`config.mk`:
```
export PLATFORM = sky130hd
export DESIGN_NAME = ring_phase_monitor
export DESIGN_NICKNAME = d
export VERILOG_FILES = /design/src/rtl/ring_phase_monitor.sv
export SDC_FILE = /design/constraint.sdc
export NUM_CORES = 1
export LEC_CHECK = 0
export CORE_ASPECT_RATIO = 1.5
export CORE_MARGIN = 1.5
export CORE_UTILIZATION = 26
export DETAILED_ROUTE_END_ITERATION = 8
export SETUP_SLACK_MARGIN = 0.4
export SYNTH_ARGS = -nofsm -noshare
export SYNTH_HDL_FRONTEND = slang
export SYNTH_SLANG_ARGS = --single-unit
```
`constraint.sdc`:
```
create_clock -name c -period 1.9 [get_ports c]
set_clock_uncertainty 0.05 [all_clocks]
set_input_delay 0.19 -clock c [delete_from_list [all_inputs] [get_ports c]]
set_output_delay 0.19 -clock c [all_outputs]
set_load 0.05 [all_outputs]
```
`src/rtl/ring_phase_monitor.sv`:
```
// ring_phase_monitor
//   Checker and decoder for a right-rotating one-hot ring counter phase bus.
//   Each enabled cycle the ring output is sampled, the hot bit is converted
//   to a binary index, completed revolutions are counted, and illegal,
//   stalled or skipped phases are flagged. A three-state FSM tracks whether
//   the ring is trusted.
//
// Ports:
//   c          clock, all state updates on posedge
//   r          asynchronous active-low reset
//   en         sample qualifier, q ignored when low
//   clr        synchronous clear of rev, err, err_cnt (FSM unaffected)
//   q          ring phase from upstream ring counter
//   idx        binary index of the hot bit of the last accepted sample
//   idx_valid  high while in LOCK
//   rev        completed revolutions, modulo 2^REV_W
//   wrap       one-cycle pulse per completed revolution
//   err        sticky fault flag
//   err_cnt    fault episodes, saturating
//   state      FSM state: IDLE=00, LOCK=01, FAULT=10 (11 behaves as FAULT)
module ring_phase_monitor #(
    parameter int N     = 4,
    parameter int REV_W = 8,
    parameter int ERR_W = 4,
    localparam int IW   = $clog2(N)
) (
    input  logic             c,
    input  logic             r,
    input  logic             en,
    input  logic             clr,
    input  logic [N-1:0]     q,
    output logic [IW-1:0]    idx,
    output logic             idx_valid,
    output logic [REV_W-1:0] rev,
    output logic             wrap,
    output logic             err,
    output logic [ERR_W-1:0] err_cnt,
    output logic [1:0]       state
);

    typedef enum logic [1:0] {
        IDLE  = 2'b00,
        LOCK  = 2'b01,
        FAULT = 2'b10
    } state_t;

    // Pattern the upstream ring presents straight out of its own reset.
    localparam logic [N-1:0] RESYNC = {1'b1, {(N-1){1'b0}}};

    state_t         st;
    logic [N-1:0]   p;
    logic [N-1:0]   p_next;
    logic           legal;

    function automatic logic [IW-1:0] hot_index(input logic [N-1:0] v);
        logic [IW-1:0] res;
        res = '0;
        for (int unsigned i = 0; i < N; i++) begin
            if (v[i]) res = IW'(i);
        end
        return res;
    endfunction

    assign p_next = {p[0], p[N-1:1]};
    assign legal  = $onehot(q);
    assign state  = st;

    always_ff @(posedge c or negedge r) begin
        if (!r) begin
            st        <= IDLE;
            p         <= '0;
            idx       <= '0;
            idx_valid <= 1'b0;
            rev       <= '0;
            wrap      <= 1'b0;
            err       <= 1'b0;
            err_cnt   <= '0;
        end else begin
            wrap <= 1'b0;

            if (clr) begin
                rev     <= '0;
                err     <= 1'b0;
                err_cnt <= '0;
            end

            // Later assignments below override the clear: a fault entry
            // in the same cycle still records err=1 / err_cnt=1, while a
            // wrap leaves rev cleared but still pulses.
            if (en) begin
                case (st)
                    IDLE: begin
                        if (legal) begin
                            st        <= LOCK;
                            p         <= q;
                            idx       <= hot_index(q);
                            idx_valid <= 1'b1;
                        end
                    end
                    LOCK: begin
                        if (q == p_next) begin
                            p   <= q;
                            idx <= hot_index(q);
                            if (p[0]) begin
                                wrap <= 1'b1;
                                if (!clr) rev <= rev + 1'b1;
                            end
                        end else begin
                            st        <= FAULT;
                            idx_valid <= 1'b0;
                            err       <= 1'b1;
                            if (clr)
                                err_cnt <= ERR_W'(1);
                            else if (err_cnt != '1)
                                err_cnt <= err_cnt + 1'b1;
                        end
                    end
                    default: begin
                        if (q == RESYNC) begin
                            st        <= LOCK;
                            p         <= q;
                            idx       <= IW'(N - 1);
                            idx_valid <= 1'b1;
                        end
                    end
                endcase
            end
        end
    end

endmodule

```
======== Word-level counts from Yosys, hierarchy flattened ========
Index checks and enable logic that the tools add are counted.
word-level totals
  word-level logic and storage cells ...... 64
  bits in latches ......................... 0
  memories ................................ 0
  memory bits (writable) .................. 0
  input port bits ......................... 8
  memory bits (read-only) ................. 0
  output and inout port bits .............. 19
  register bits ........................... 23
cells by class
  add/subtract/negate cells ............... 5
  shift operators ......................... 0
  bitwise logic cells ..................... 0
  equal/unequal tests ..................... 8
  multiplexer cells ....................... 39
  reductions and logical operators ........ 4
  divide/modulo/power cells ............... 0
  multiply operators ...................... 0
  $lt $le $gt $ge ......................... 0
operators with widths
  cell                                            number
  2-to-1 mux 8 bit                                6
  2-to-1 mux 4 bit                                9
  2-to-1 mux 2 bit                                8
  2-to-1 mux 1 bit                                12
  adder 8 x 1 -> 8 bit (second input constant)    1
  case mux 2 bit (2 select lines)                 2
  case mux 4 bit (2 select lines)                 1
  AND reduction 4 bit                             2
  != test 2 bit (second input constant)           3
  adder 1 x 1 -> 2 bit                            2
  adder 4 x 1 -> 4 bit (second input constant)    1
  == test 4 bit                                   1
  == test 4 bit (second input constant)           1
  != test 4 bit (second input constant)           1
  adder 2 x 2 -> 3 bit                            1
  == test 3 x 1 -> 1 bit (second input constant)  1
  nonzero test 3 bit                              1
  == test 2 x 1 -> 1 bit (second input constant)  1
  logical NOT 2 bit                               1
  case mux 1 bit (2 select lines)                 1

======== Logic depth before layout (Yosys ltp) ========
Gate-level depths: netlist of the first run.
  depth in word-level cells ............... 6
  gate-level depth with buffers ........... 9
  mapped depth without buffers ............ 9

======== Worst setup path before layout of the first run ========
OpenSTA, ideal clock, no wires.
  path kind ............................... input port to flip-flop
  start point ............................. in q[0]
  end point ............................... reg p[0]
  arrival ................................. 2.214 ns
  slack ................................... -0.488 ns
  path buffers ............................ 0
  cell stages on the path ................. 8
  required time ........................... 1.725 ns
  library setup time ...................... 0.125 ns
  cell sequence ........................... inv_1 > fa_1 > inv_1 > ha_1 > ha_1 > nor3b_1 > o311ai_0 > mux2_2
between the ends
  word-level cells in the longest chain between the ends .. 5
  elaborated cells on any way between the ends .. 13
  classes of those cells .................. add/sub: 2; eq/ne: 5; mux: 4; reduce/logical: 2
RTL lines
  element                                     line  RTL
  start, declared                             31    input logic [N-1:0] q,
  adder 1 x 1 -> 2 bit (not written as such)  65    assign legal = $onehot(q);
  adder 2 x 2 -> 3 bit (not written as such)  65
  == test 3 x 1 -> 1 bit                      65
  != test 2 bit (no line)                     n/a
  AND reduction 4 bit (no line)               n/a
  end signal, assigned                        95    p <= q;
  end signal, assigned                        102   p <= q;
  end signal, assigned                        121   p <= q;
  end, declared                               51    logic [N-1:0] p;
Parallel ways exist; a longest one is shown, timed or not. The select of a mux whose other input is x is not followed.
A chain may end at the register's enable or synchronous reset.

======== Worst setup path in the final report of the first run ========
  start point ............................. in q[0]
  end point ............................... reg idx[1]
between the ends
  word-level cells in the longest chain between the ends .. 5
  elaborated cells on any way between the ends .. 9
  classes of those cells .................. add/sub: 2; eq/ne: 5; reduce/logical: 2
RTL lines
  element                                     line  RTL
  adder 1 x 1 -> 2 bit (not written as such)  65
  adder 2 x 2 -> 3 bit (not written as such)  65
  == test 3 x 1 -> 1 bit                      65
  != test 2 bit (no line)                     n/a
  AND reduction 4 bit (no line) *             n/a
  end signal, assigned                        96    idx <= hot_index(q);
  end signal, assigned                        103   idx <= hot_index(q);
  end signal, assigned                        122   idx <= IW'(N - 1);
  end, declared                               32    output logic [IW-1:0] idx,
Mark *: on every way between the ends. The rest lies on a longest branch, timed or not.

==> results.txt, run 1 <==
utilization after layout - 0.445
run status - finished, violations left
total DRC errors in the routed layout - 0
violation count after the first detailed-route iteration - 19
final antenna-violating net count - 0
leading cell types by total area after synthesis - dfrtp_1, mux2_2, ha_1, nor2b_1, a21oi_1
number of global-route vias before repair - 1422
number of placed instances with taps included - 256
Setup CP Type - input pin to flip-flop
CP Capture Type - flip-flop
overall global routing resource usage - 0.148
post-layout instance area - 2260 um2
width of the die - 61.9 um
transition at the pin with the smallest max-transition slack - 506 ps
total routed wirelength - 3920 um
violations in the final reports - negative setup slack
time the final worst path needs with I/O delays and setup - 1960 ps
worst-case reg-to-reg path depth - 5
Layout area overhead - 67.3%
die span in y - 91.3 um
class of the tightest hold or removal check - input pin to async pin
First-pass DRT Iterations - 4
wire length of the first global-routing pass - 6370 um
#FFs+latches synth - 22
cts hold-fix bufs - 0
I/O pin count - 27
Clk Latency, worst-skew pair - 270 ps
Synthesis Warnings - 0
nature of the critical path startpoint - input pin
PortBufs - 26
fraction of synthesized cell area taken by the top area cell type - 0.407
average detailed-routed wire length per instance - 14.7 um
syn nets - 154
cell type with the highest aggregate area in the netlist - dfrtp_1
Synth cell types - 41
GR Overflow Total - 0
total count of max-transition violations in the final report - 0
mapped cell area - 1350 um2
maximum vdd drop - 0.654 mV
largest net degree at the start of global routing - 23
static leakage power - 0.975 nW
total number of vias - 1300
total core area - 5080 um2
final setup margin - -61.7 ps
Reg-to-Reg Start - p[3]$_DFFE_PN0P_
dominant synthesized flop cell - dfrtp_1
critical register-to-register path endpoint - rev[4]$_DFF_PN0_
pre-CTS setup slack - -977 ps
overall power - 0.00262 W
detailed-route vias per instance - 4.87
portion of the clock cycle consumed by the worst path in the final layout - 1.03
TritonCTS buffer count - 3
number of sinks driven by the clock tree - 22
Layout Nets - 214
DP Area - 2010 um2
effective utilization at floorplan - 0.266
clock input transition at the sequential cells of the worst setup and hold paths - 80 ps
initial antenna violation count - 0
root buffer cell - clkbuf_8
relative max-transition margin - 0.661
fraction of the yosys area taken by sequential cells - 0.407
Std-Cell Rows - 32
critical path arrival - 2060 ps
fillcell total - 531
fraction of final layout cells sized beyond drive strength 1 - 0.503
register area - 558 um2
multi-input combinational cell area - 1010 um2
PwrDens - 1160 nW/um2
reg-to-reg slack, setup - -40 ps
CTS tree - built
Req. time, crit path - 2000 ps
Max Fanout on Critical Path - 3
final-report hold violation count - 0
die area - 5650 um2
# setup viols final - 7
max cap viols - 0
number of flops mapped to enable cells by yosys - 0
Routability Congestion - 0.744
Antenna Diode Count - 0
Max Buffers Root-to-Sink - 2
final instance count without filler cells - 267
mean instance size in the synthesized netlist - 9.66 um2
dpl hpwl - 2700 um
setup repair after global routing missed its margin - true
Peak Freq - 510 MHz
number of levels the H-tree was split into - 1
Mapped Cells - 140
Post-synth ARST share - 1.00
[worst max-delay path, cell delays in order]
cell       delay, ps
buf_8             80
inv_4             30
fa_1             520
inv_1             50
ha_2             190
ha_4             220
or3b_4           420
a2111oi_4        290
a211oi_1          70
[state kept, by name, summed over array words and instances, names as in the netlist]
name,flops
err,1
err_cnt,4
idx,2
p,4
rev,8
state,2
wrap,1
[report_power, final]
group          switching, W  internal, W
clock              0.000162     0.000150
sequential         0.000137     0.000593
combinational      0.000857     0.000722
[placed cells by master, fill, tap and decap left out, types with 2 or more instances in the layout]
master	synthesis	layout
a21oi_1	8	3
a21oi_2	0	4
buf_4	2	31
buf_6	0	9
clkbuf_2	2	6
clkbuf_8	0	3
clkdlybuf4s15_1	0	2
clkdlybuf4s50_1	0	3
dfrtp_1	22	18
dfrtp_2	0	3
dlygate4sd2_1	0	8
ha_1	5	2
ha_2	0	2
inv_1	9	6
mux2_4	0	7
mux2i_1	3	2
nand2_1	4	4
nand2b_1	3	3
nand3_1	8	6
nand3_2	0	2
nand4_1	3	3
nor2_1	10	9
nor2b_1	7	7
nor3_1	2	2
nor4_4	0	2
o21ai_0	5	2
o21ai_2	0	2
o21bai_1	2	2
o31ai_1	4	3
or3b_4	0	2
or4_4	0	3
xor2_2	0	3
[synthesized netlist by cell type (2+ instances only)]
library cell and count:
a21oi_1 8, and3_1 2, buf_4 2, clkbuf_2 2, dfrtp_1 22, ha_1 5
inv_1 9, mux2_2 7, mux2i_1 3, nand2_1 4, nand2b_1 3, nand3_1 8
nand4_1 3, nor2_1 10, nor2b_1 7, nor3_1 2, nor3b_1 2, nor4_1 2
o21ai_0 5, o21bai_1 2, o31ai_1 4, o41ai_1 2, or3b_2 2, or4_1 4
xor2_1 4
[kinds of logic after synthesis]
kind of cell	share of synthesized area
mux	0.0805
compound gates	0.139
buf+inv	0.0499
simple gates	0.237
flops	0.407
fa+ha+maj	0.0611
xor+xnor	0.0259
[worst max path at each step]
stage	start	end	slack [ps]	cells past startpoint
finish	q[0]	idx[1]$_DFFE_PN0P_	-60	9
CTS	q[0]	idx[1]$_DFFE_PN0P_	-150	9
global placement	q[3]	p[0]$_DFFE_PN0P_	-930	9
global route	q[0]	p[0]$_DFFE_PN0P_	-130	9
detailed placement	q[3]	p[0]$_DFFE_PN0P_	-980	9
floorplan	q[3]	idx[1]$_DFFE_PN0P_	-210	8
[repair_timing]
item	4_1_cts	5_1_grt
gates resized for setup	73	20
gates cloned	0	0
pin swaps	19	8
setup endpoints to repair	38	30
buffers inserted	5	2
[area by class of cell]
type / instances / share of cell area
clock buffers: 4 / 0.0199
inverters: 9 / 0.0216
multi-input cells: 103 / 0.449
flip-flops and latches: 22 / 0.247
well taps: 68 / 0.0376
repair buffers: 61 / 0.226
[metrics by stage]
stage,hold slack (ps),TNS [ps]
2_1_floorplan,-156,-1080
3_3_place_gp,472,-12310
3_5_place_dp,463,-12560
4_1_cts,208,-497
5_1_grt,224,-844
6_report,215,-307
[routing by layer]
layer / wire [um] / share of wire / GRT usage / vias to the layer above
met3: 62 / 0.016 / 0.0157 / 6
li1: - / - / - / 623
met4: 55 / 0.014 / 0.0496 / 0
met1: 1570 / 0.40 / 0.172 / 655
met2: 2230 / 0.57 / 0.268 / 16
met5: 0 / 0 / 0 / -
Power figures use the tool's default switching activity.
==> run 2: changes to the inputs <==
--- a/config.mk
+++ b/config.mk
@@ -5,10 +5,13 @@
 export SDC_FILE = /design/constraint.sdc
 export NUM_CORES = 1
 export LEC_CHECK = 0
+export CELL_PAD_IN_SITES_DETAIL_PLACEMENT = 1
+export CELL_PAD_IN_SITES_GLOBAL_PLACEMENT = 1
 export CORE_ASPECT_RATIO = 1.5
 export CORE_MARGIN = 1.5
 export CORE_UTILIZATION = 26
 export DETAILED_ROUTE_END_ITERATION = 8
+export PLACE_DENSITY_LB_ADDON = 0.1
 export SETUP_SLACK_MARGIN = 0.4
 export SYNTH_ARGS = -nofsm -noshare
 export SYNTH_HDL_FRONTEND = slang
==> results.txt, run 2 (synthesis gave the netlist of run 1 again) <==
total number of vias - 1334 (+2.6%)
wire length of the first global-routing pass - 7020 um (+10%)
Layout Nets - 221 (+3.3%)
global-route layer with the greatest usage - met2
dpl hpwl - 3190 um (+18%)
total routed wirelength - 4260 um (+8.7%)
Layout area overhead - 72.6%
Routability Congestion - 0.769 (+3.4%)
total DRC errors in the routed layout - 0 (unchanged)
sequential share of power - 0.264 (-0.014)
initial antenna violation count - 0 (unchanged)
final-report hold violation count - 0 (unchanged)
average detailed-routed wire length per instance - 15.5 um (+6.0%)
max cap viols - 0 (unchanged)
number of levels the H-tree was split into - 1 (unchanged)
# setup viols final - 8 (+1)
CP Capture Type - flip-flop
effective utilization at floorplan - 0.266 (unchanged)
final antenna-violating net count - 0 (unchanged)
Antenna Diode Count - 0 (unchanged)
portion of the clock cycle consumed by the worst path in the final layout - 1.05 (+0.0185)
die span in y - 91.3 um (unchanged)
register area - 558 um2 (unchanged)
TritonCTS buffer count - 3 (unchanged)
class of the tightest hold or removal check - input pin to async pin
width of the die - 61.9 um (unchanged)
final setup margin - -96.8 ps (-35.1 ps)
power share of the clock group - 0.158 (+0.039)
multi-input combinational cell area - 1010 um2 (-0.62%)
time the final worst path needs with I/O delays and setup - 2000 ps (+35.1 ps)
M2 GR Usage - 0.307 (+0.0395)
setup repair after global routing missed its margin - true
total count of max-transition violations in the final report - 0 (unchanged)
sum of negative setup slack - -377 ps (-70.7 ps)
CTS tree - built
violations in the final reports - negative setup slack
number of global-route vias before repair - 1485 (+4.4%)
power dissipated by switching net loads - 0.00117 W (+1.1%)
most common cell after layout, fill and taps aside - buf_4
Largest register FFs - 8 (unchanged)
utilization after layout - 0.459 (+0.0143)
Setup CP Type - input pin to flip-flop
top register by number of flip-flops - rev
Max Buffers Root-to-Sink - 2 (unchanged)
PwrDens - 1200 nW/um2 (+4.0%)
pre-CTS setup slack - -939 ps (+37.8 ps)
fillcell total - 568 (+7.0%)
critical path arrival - 2100 ps (+40 ps)
Std-Cell Rows - 32 (unchanged)
transition at the pin with the smallest max-transition slack - 490 ps (-16.9 ps)
fraction of met1 tracks used by global routing - 0.184 (+0.0121)
number of placed instances with taps included - 266 (+3.9%)
total core area - 5080 um2 (unchanged)
largest net degree at the start of global routing - 23 (unchanged)
relative max-transition margin - 0.675 (+0.0136)
Max Fanout on Critical Path - 3 (unchanged)
Largest regs - rev: 8 flops, err_cnt: 4 flops, p: 4 flops
nature of the critical path startpoint - input pin
maximum vdd drop - 0.561 mV (-14%)
switching share of power - 0.416 (-0.0255)
detailed-route vias per instance - 4.87 (about the same)
clock input transition at the sequential cells of the worst setup and hold paths - 90 ps (about the same)
static leakage power - 1.01 nW (+3.5%)
I/O pin count - 27 (unchanged)
met3 demand-to-capacity share in global routing - 0.0171 (+0.00142)
GR Overflow Total - 0 (unchanged)
violation count after the first detailed-route iteration - 29 (+10)
Peak Freq - 501 MHz (-1.8%)
leading cell types in the layout, fill and taps excluded - buf_4, dfrtp_1, buf_6
Clk Latency, worst-skew pair - 270 ps (about the same)
Internal Pwr Total - 0.00164 W (+12%)
overall global routing resource usage - 0.163 (+0.0146)
number of sinks driven by the clock tree - 22 (unchanged)
die area - 5650 um2 (unchanged)
PortBufs - 26 (unchanged)
Req. time, crit path - 2000 ps (about the same)
run status - finished, violations left
First-pass DRT Iterations - 4 (unchanged)
final instance count without filler cells - 274 (+2.6%)
root buffer cell - clkbuf_8
fraction of final layout cells sized beyond drive strength 1 - 0.544 (+0.0412)
Logic pwr share - 0.578 (-0.024)
==> run 2: critical path: stages <==
cell and delay (ps):
buf_6 70, buf_6 110, inv_12 30, fa_1 470
inv_1 50, ha_2 170, ha_4 220, or3b_4 420
a2111oi_4 300, a211oi_1 70
==> run 2: power groups by stage <==
stage / Sequential, W / Combinational [W] / Clock [W]
after global routing: 0.000760 / 0.00173 / 0.000482
after floorplan: 0.000952 / 0.000604 / 0
after detailed placement: 0.000745 / 0.00144 / 0
after global placement: 0.000735 / 0.00141 / 0
after CTS: 0.000745 / 0.00160 / 0.000464
final: 0.000742 / 0.00162 / 0.000445
==> run 2: final cells by class <==
type | count | share of cell area
sequential | 22 | 0.239
clock inverter | 1 | 0.0129
tap | 68 | 0.0364
timing repair buffer | 68 | 0.242
inverter | 9 | 0.0198
clock buffer | 3 | 0.0177
multi-input combinational | 103 | 0.432
==> run 2: layer usage <==
metal / up-vias / wire length, um
met5: - / 0
met4: 0 / 33
met3: 4 / 81
met2: 24 / 2490
met1: 667 / 1660
li1: 639 / -
==> run 2: what timing repair did <==
action                                  4_1_cts  5_1_grt
endpoints found under the setup margin       37       30
resized for setup                            68       22
hold buffers                                  0        0
buffers inserted                              3        1
pin swaps                                    20        9
==> run 2: worst paths after layout <==
path,end,depth (start not counted),slack [ps],from
max in group asynchronous,state[1]$_DFFE_PN0P_,2,1320,r
worst min register to register,err$_DFF_PN0_,2,490,err$_DFF_PN0_
worst min-delay path,rev[7]$_DFF_PN0_,2,220,r
worst max register to register,rev[0]$_DFF_PN0_,5,-10,p[0]$_DFFE_PN0P_
min in group c,p[0]$_DFFE_PN0P_,3,250,q[0]
worst max-delay path,idx[1]$_DFFE_PN0P_,10,-100,q[3]
==> run 2: metrics by stage <==
| step | hold slack [ps] | area (um2) | total power (W) |
|---|---|---|---|
| floorplan | -156 | 1510 | 0.00156 |
| global placement | 464 | 2080 | 0.00215 |
| detailed placement | 492 | 2080 | 0.00218 |
| CTS | 226 | 2300 | 0.00281 |
| global route | 248 | 2330 | 0.00297 |
| finish | 223 | 2330 | 0.00281 |
